### src/rtl/turnstile_pkg.sv
// Shared types and constants for the turnstile gate controller.
//   gate_state_t : controller FSM states
//   REQ_COIN/REQ_CARD : requester indices into req/grant
//   NUM_REQ : number of fare sources sharing the gate
package turnstile_pkg;

    typedef enum logic [1:0] {
        IDLE  = 2'd0,
        GRANT = 2'd1,
        OPEN  = 2'd2,
        CLOSE = 2'd3
    } gate_state_t;

    localparam int REQ_COIN = 0;
    localparam int REQ_CARD = 1;
    localparam int NUM_REQ  = 2;

endpackage

### src/rtl/rr_arb2.sv
// Combinational two-way round-robin pick.
//   req    : request levels, bit0 coin, bit1 card
//   ptr    : requester favoured when both are asking
//   winner : chosen requester index
//   valid  : at least one request is present
module rr_arb2
    import turnstile_pkg::*;
(
    input  logic [NUM_REQ-1:0] req,
    input  logic               ptr,
    output logic               winner,
    output logic               valid
);

    always_comb begin
        valid  = |req;
        winner = ptr;
        case (req)
            2'b01:   winner = 1'(REQ_COIN);
            2'b10:   winner = 1'(REQ_CARD);
            default: winner = ptr;
        endcase
    end

endmodule

### src/rtl/turnstile_gate_ctrl.sv
// Turnstile gate controller shared between the coin acceptor and card reader.
// Arbitrates fare requests round-robin, grants the winner for one cycle,
// holds the gate open for up to OPEN_TICKS divider ticks and closes on
// passage or timeout.
//
// Optional feature: define TURNSTILE_TIMEOUT_CNT_EN to add timeout_count,
// a saturating count of expired windows.
//
// Ports:
//   clk, reset (async, active-low)
//   tick       : divider enable pulse
//   req[1:0]   : fare request levels (bit0 coin, bit1 card)
//   pass       : passage sensor pulse
//   grant[1:0] : one-hot one-cycle grant
//   gate_open  : gate unlocked
//   busy       : controller not idle
//   owner      : current/last granted requester
//   remaining  : ticks left in the open window, 0 outside OPEN
//   pass_count : saturating passage count
//   timeout    : pulse when a window expires with no passage
//
// state | meaning
// IDLE  | waiting for a fare request
// GRANT | one-cycle grant pulse, timer loaded
// OPEN  | gate unlocked, timer counting ticks
// CLOSE | gate locked, round-robin pointer handed to the other requester
module turnstile_gate_ctrl
    import turnstile_pkg::*;
#(
    parameter logic [3:0] OPEN_TICKS = 4'd8,
    parameter int         CNT_W      = 8
) (
    input  logic               clk,
    input  logic               reset,
    input  logic               tick,
    input  logic [NUM_REQ-1:0] req,
    input  logic               pass,
    output logic [NUM_REQ-1:0] grant,
    output logic               gate_open,
    output logic               busy,
    output logic               owner,
    output logic [3:0]         remaining,
    output logic [CNT_W-1:0]   pass_count,
    output logic               timeout
`ifdef TURNSTILE_TIMEOUT_CNT_EN
    ,
    output logic [CNT_W-1:0]   timeout_count
`endif
);

    gate_state_t state_q, state_d;
    logic        owner_q, owner_d;
    logic        ptr_q, ptr_d;
    logic [3:0]  timer_q, timer_d;
    logic [CNT_W-1:0] pass_count_q;
    logic        pass_inc;
    logic        arb_winner;
    logic        arb_valid;

    rr_arb2 u_arb (
        .req    (req),
        .ptr    (ptr_q),
        .winner (arb_winner),
        .valid  (arb_valid)
    );

    always_ff @(posedge clk or negedge reset) begin
        if (!reset) begin
            state_q <= IDLE;
            owner_q <= 1'b0;
            ptr_q   <= 1'b0;
            timer_q <= 4'd0;
        end else begin
            state_q <= state_d;
            owner_q <= owner_d;
            ptr_q   <= ptr_d;
            timer_q <= timer_d;
        end
    end

    always_comb begin
        state_d   = state_q;
        owner_d   = owner_q;
        ptr_d     = ptr_q;
        timer_d   = timer_q;
        grant     = '0;
        gate_open = 1'b0;
        timeout   = 1'b0;
        pass_inc  = 1'b0;
        case (state_q)
            IDLE: begin
                if (arb_valid) begin
                    owner_d = arb_winner;
                    state_d = GRANT;
                end
            end
            GRANT: begin
                grant   = owner_q ? 2'b10 : 2'b01;
                timer_d = OPEN_TICKS;
                state_d = OPEN;
            end
            OPEN: begin
                gate_open = 1'b1;
                if (tick) begin
                    timer_d = timer_q - 4'd1;
                end
                // A passage in the expiring cycle still counts as a passage.
                if (pass) begin
                    pass_inc = 1'b1;
                    state_d  = CLOSE;
                end else if (tick && timer_q == 4'd1) begin
                    timeout = 1'b1;
                    state_d = CLOSE;
                end
            end
            CLOSE: begin
                ptr_d   = ~owner_q;
                state_d = IDLE;
            end
            default: begin
                state_d = IDLE;
            end
        endcase
    end

    always_ff @(posedge clk or negedge reset) begin
        if (!reset) begin
            pass_count_q <= '0;
        end else if (pass_inc && (pass_count_q != '1)) begin
            pass_count_q <= pass_count_q + 1'b1;
        end
    end

`ifdef TURNSTILE_TIMEOUT_CNT_EN
    logic [CNT_W-1:0] timeout_count_q;

    always_ff @(posedge clk or negedge reset) begin
        if (!reset) begin
            timeout_count_q <= '0;
        end else if (timeout && (timeout_count_q != '1)) begin
            timeout_count_q <= timeout_count_q + 1'b1;
        end
    end

    assign timeout_count = timeout_count_q;
`endif

    assign busy       = (state_q != IDLE);
    assign owner      = owner_q;
    assign remaining  = (state_q == OPEN) ? timer_q : 4'd0;
    assign pass_count = pass_count_q;

endmodule

### config.mk
export PLATFORM = sky130hd
export DESIGN_NAME = turnstile_gate_ctrl
export DESIGN_NICKNAME = d
export VERILOG_FILES = /design/src/rtl/turnstile_pkg.sv /design/src/rtl/rr_arb2.sv /design/src/rtl/turnstile_gate_ctrl.sv
export SDC_FILE = /design/constraint.sdc
export NUM_CORES = 1
export LEC_CHECK = 0
export CAP_MARGIN = 20
export CORE_MARGIN = 2
export CORE_UTILIZATION = 40
export CTS_CLUSTER_SIZE = 16
export DETAILED_ROUTE_END_ITERATION = 7
export PLACE_DENSITY_LB_ADDON = 0.05
export RECOVER_POWER = 50
export SLEW_MARGIN = 20
export SYNTH_ARGS = -nofsm -noshare
export SYNTH_HDL_FRONTEND = slang
export SYNTH_SLANG_ARGS = --single-unit
### constraint.sdc
create_clock -name clk -period 2.1 [get_ports clk]
set_clock_uncertainty 0.15 [all_clocks]
set_input_delay 0.21 -clock clk [delete_from_list [all_inputs] [get_ports clk]]
set_output_delay 0.21 -clock clk [all_outputs]
set_load 0.03 [all_outputs]
Yosys cells after proc, flatten, opt, wreduce, memory -nomap -nowiden --
Cells that the tools add are included.
Cells by class: add/subtract/negate cells 2, multipliers 0, div/mod/pow operators 0, order comparisons 0, equal/unequal tests 10, shift-type cells 0, muxes and demuxes 16, bitwise operators 1, reductions and logical operators 9
Operators by type and width (count):
- two-way mux 2 bit | 5
- adder 8 x 1 -> 8 bit, second input constant | 1
- two-way mux 4 bit | 2
- != test 8 bit, second input constant | 1
- case mux 2 bit (4 select lines) | 1
- case mux 4 bit (2 select lines) | 1
- == test 2 bit, second input constant | 3
- two-way mux 1 bit | 6
- AND reduction 2 bit | 3
- == test 2 x 1 -> 1 bit, second input constant | 2
- == test 4 x 1 -> 1 bit, second input constant | 1
- != test 2 bit, second input constant | 2
- nonzero test 2 bit | 2
- subtractor 4 x 1 -> 4 bit, second input constant | 1
- != test 3 bit, second input constant | 1
- logical AND 1 bit | 2
- logical NOT 2 bit | 1
- case mux 1 bit (2 select lines) | 1
- OR reduction 2 bit | 1
- NOT 1 bit | 1
Storage, ports and cells: register bits after elaboration 16, latch bits 0, RAM bits 0, memory bits (read-only) 0, input port bits 6, output and inout bits 18, logic and storage cells 43, memories kept 0

Depth between registers and ports, before layout --
word-level depth 5, depth in mapped cells 6, depth with buffers taken out 5

Hierarchy --
From an unflattened synthesis, not the netlist that was laid out.
Unflattened totals: cell total of the unflattened synthesis 99, area, all modules 994.7 sq um
Modules (own cells, without submodules):
- turnstile_gate_ctrl | times used 1, cells each 93, area an instance 943.4 sq um, sequential area each 400.4 sq um
- rr_arb2 | times used 1, cells each 6, area an instance 51.3 sq um, sequential area each 0.0 sq um

Least setup slack after synthesis --
OpenSTA, ideal clock, no wires.
kind reg2out, from register state_q[0], to output port timeout, arrival time 2016 ps, required time 1740 ps, slack -276 ps, stages on the path, launching flop included 6, path buffers 2, path through dfrtp_1 > inv_1 > ha_1 > buf_4 > clkbuf_1 > nor3b_1
On the way: cells in the longest elaborated chain, start to end 2
Ends and longest elaborated chain:
- start, declared | line turnstile_gate_ctrl.sv:51 | gate_state_t state_q, state_d;
- start signal, assigned | line turnstile_gate_ctrl.sv:74 | state_q <= state_d;
- == test 2 bit | line turnstile_gate_ctrl.sv:90 | case (state_q)
- two-way mux 1 bit | line turnstile_gate_ctrl.sv:90
- end, declared | line turnstile_gate_ctrl.sv:44 | output logic timeout
No other way between the ends.

Worst setup path after layout --
Ends and elaborated chain as after synthesis.

==> results.toml <==
[placed_design]
dp.cells = 154
routabilityCongestion = 0.781
port_buffers = 23
hpwl_microns = 1420

[power]
ir_drop_mv = 0.712
leakage_uw = 0.000586
powerDensity_nw_per_um2 = 1320

[route]
vias_per_cell = 5.06
ant_nets = 0
firstDrtPassIters = 4
wl_microns = 1900
vias = 799
drt-initial-drc-count = 12
avgRoutedWirePerCell_microns = 12.0
drc = 0

[yosys]
synthArstFlopShare = 1.00
syn_avg_cell_area_sq_um = 9.80
yosys_warnings = 0
netlist-cell-type-count = 31
synth-edff-count = 0
syn_inst = 101
synth_nets = 116
ys_seq_area_frac = 0.405
synth_flop_cell = "dfrtp_1"
yosys_register_bits = 16
syn_area_sq_um = 990

[grt]
antenna_found_initial = 0
gr-usage-met2 = 0.244
gr-usage-met3 = 0.0333
grt_pass1_wl_microns = 3270
grt_use_total = 0.160
grt_max_degree = 17
grt_busiest_layer = "met2"
grt_pass1_vias = 728
grt_use_met1 = 0.220
globalRouteOverflowTotal = 0

[layout]
nFillCells = 223
drive_gt1_frac = 0.133
final_util = 0.531
multi_input_area_sq_um = 544
fin_nets = 144
final_cell_mix = "dfrtp_1, clkdlybuf4s50_1, inv_1"
regArea_sq_um = 400
final_common_cell = "dfrtp_1"
area_growth_pct = 29.3
diodes = 0
finalNonFillerCells = 158

[die]
start_util = 0.411
core_sq_um = 2410
fp.dieW_microns = 53.7
rows = 18
dieArea_sq_um = 2890
die_h_microns = 53.7
boundaryPins = 24

[worst_setup_path]
path_common_cell = "buf_4"
worstPathArrival_ns = 1.62
cp_top_family = "buffers and inverters"
critPathBufInv = 3
crit_required_ns = 1.74
cpPeakStageDelay_ns = 0.43
criticalPathCategory = "reg2out"
crit_path_start_kind = "register"
crit_slowest_cell = "dfrtp_1"
crit_fanout = 14
end_kind = "output port"
cp_cell_sequence = "inv_1, ha_2, buf_4, nor3b_2, buf_4"

[sta]
tns_ns = 0
setup_violations = 0
max-slew-margin-rel = 0.402
rsz0062_at_grt = "false"
max_freq_mhz = 504
period_share = 0.944
finalCriticalPeriod_ns = 1.98
hold_violations = 0
finalMaxSlewViolations = 0
worstMarginPinSlew_ns = 0.897

[cts]
cts_setup_buffers = 0
cts_sinks = 16
cts_root_buffer = "clkbuf_4"
cts_buffers = 3
clk_path_buf_depth = 2
tritoncts = "built"
clkLatencyLatePin_ns = 0.29
cts_max_level = 1
path_clk_slew_ns = 0.10

[min_path]
hold_class = "reg2reg"

[job]
timing.max_cap.violations = 0

[status]
outcome = "finished, final reports clean"
-- timing repair --
item	in CTS	in global routing
gates resized for setup	4	1
gates cloned	0	0
endpoints found under the setup margin	4	1
hold buffers	0	0
-- flip-flops by register name, summed over array words and instances, names as in the netlist --
name        cells
state_q         2
timer_q         4
pass_count      8
ptr_q           1
owner           1
-- logic make-up (layout without fill, tap and decap cells) --
logic type | count (synthesis) | count (layout) | share of synthesized area
buf+inv | 12 | 39 | 0.0493
mux | 8 | 8 | 0.0872
simple gates | 36 | 36 | 0.217
flops | 16 | 16 | 0.405
fa+ha+maj | 9 | 9 | 0.114
xor+xnor | 2 | 2 | 0.0177
compound gates | 18 | 18 | 0.110
-- Yosys cell counts, types with 2 or more instances --
| cell | instances | area, sq um |
|---|---|---|
| inv_1 | 10 | 37.5 |
| mux2_2 | 4 | 45.0 |
| nor2b_1 | 2 | 12.5 |
| nand4_1 | 4 | 25.0 |
| ha_1 | 9 | 113 |
| nand3_1 | 3 | 15.0 |
| o21ai_0 | 6 | 30.0 |
| and2b_1 | 2 | 15.0 |
| dfrtp_1 | 16 | 400 |
| and2_1 | 6 | 37.5 |
| nor2_1 | 3 | 11.3 |
| nand2_1 | 6 | 22.5 |
| a21oi_1 | 6 | 30.0 |
| xnor2_1 | 2 | 17.5 |
| nor3_1 | 3 | 15.0 |
| nand2b_1 | 2 | 12.5 |
| mux2i_1 | 3 | 30.0 |
-- final cells by class --
type	count	area share
Multi-Input combinational cell	73	0.425
Sequential cell	16	0.313
Timing Repair Buffer	25	0.175
Inverter	10	0.0293
Tap cell	30	0.0293
Clock buffer	4	0.0283
-- where the power goes --
part / switching (uW) / total, uW / internal, uW
logic: 530 / 928 / 397
clock network: 105 / 211 / 106
registers: 136 / 557 / 421
total: 771 / 1700 / 924
-- per-stage QoR --
step	cell area [sq um]	power, uW	hold WS [ns]	setup WS [ns]
after floorplan	995	1200	-0.236	0.0115
after global placement	1250	1520	0.371	0.238
after detailed placement	1250	1530	0.374	0.195
after CTS	1280	1720	0.0896	0.0349
after global routing	1280	1840	0.421	0.0219
final	1280	1700	0.383	0.117
-- metal layers --
metal | share of wire | up-vias | wire length (microns)
li1 | - | 409 | -
met1 | 0.50 | 374 | 944
met2 | 0.46 | 14 | 870
met3 | 0.038 | 2 | 72
met4 | 0.0079 | 0 | 15
met5 | 0 | - | 0
-- final timing paths --
check                                          startpoint  cells after the start  slack (ns)                   endpoint
worst max register to register  pass_count[0]$_DFFE_PN0P_                      4        0.25  pass_count[1]$_DFFE_PN0P_
max in group asynchronous                           reset                      2        0.85  pass_count[7]$_DFFE_PN0P_
worst min register to register          ptr_q$_DFFE_PN0N_                      2        0.38          ptr_q$_DFFE_PN0N_
min in group asynchronous                           reset                      2        0.40     timer_q[1]$_DFFE_PN0P_
worst max-delay path               state_q[0]$_DFFE_PN0P_                      5        0.12                    timeout
worst min-delay path                    ptr_q$_DFFE_PN0N_                      2        0.38          ptr_q$_DFFE_PN0N_
-- worst register-to-register path, delay by kind of cell, from the launching register on --
kind | cells | cell delay [ns]
flip-flops | 1 | 0.43
AND/OR/NAND/NOR | 1 | 0.17
adder cells (fa/ha/maj) | 1 | 0.26
multiplexers | 1 | 0.38
AO/OA/AOI/OAI | 1 | 0.36
Power figures use the tool's default switching activity.
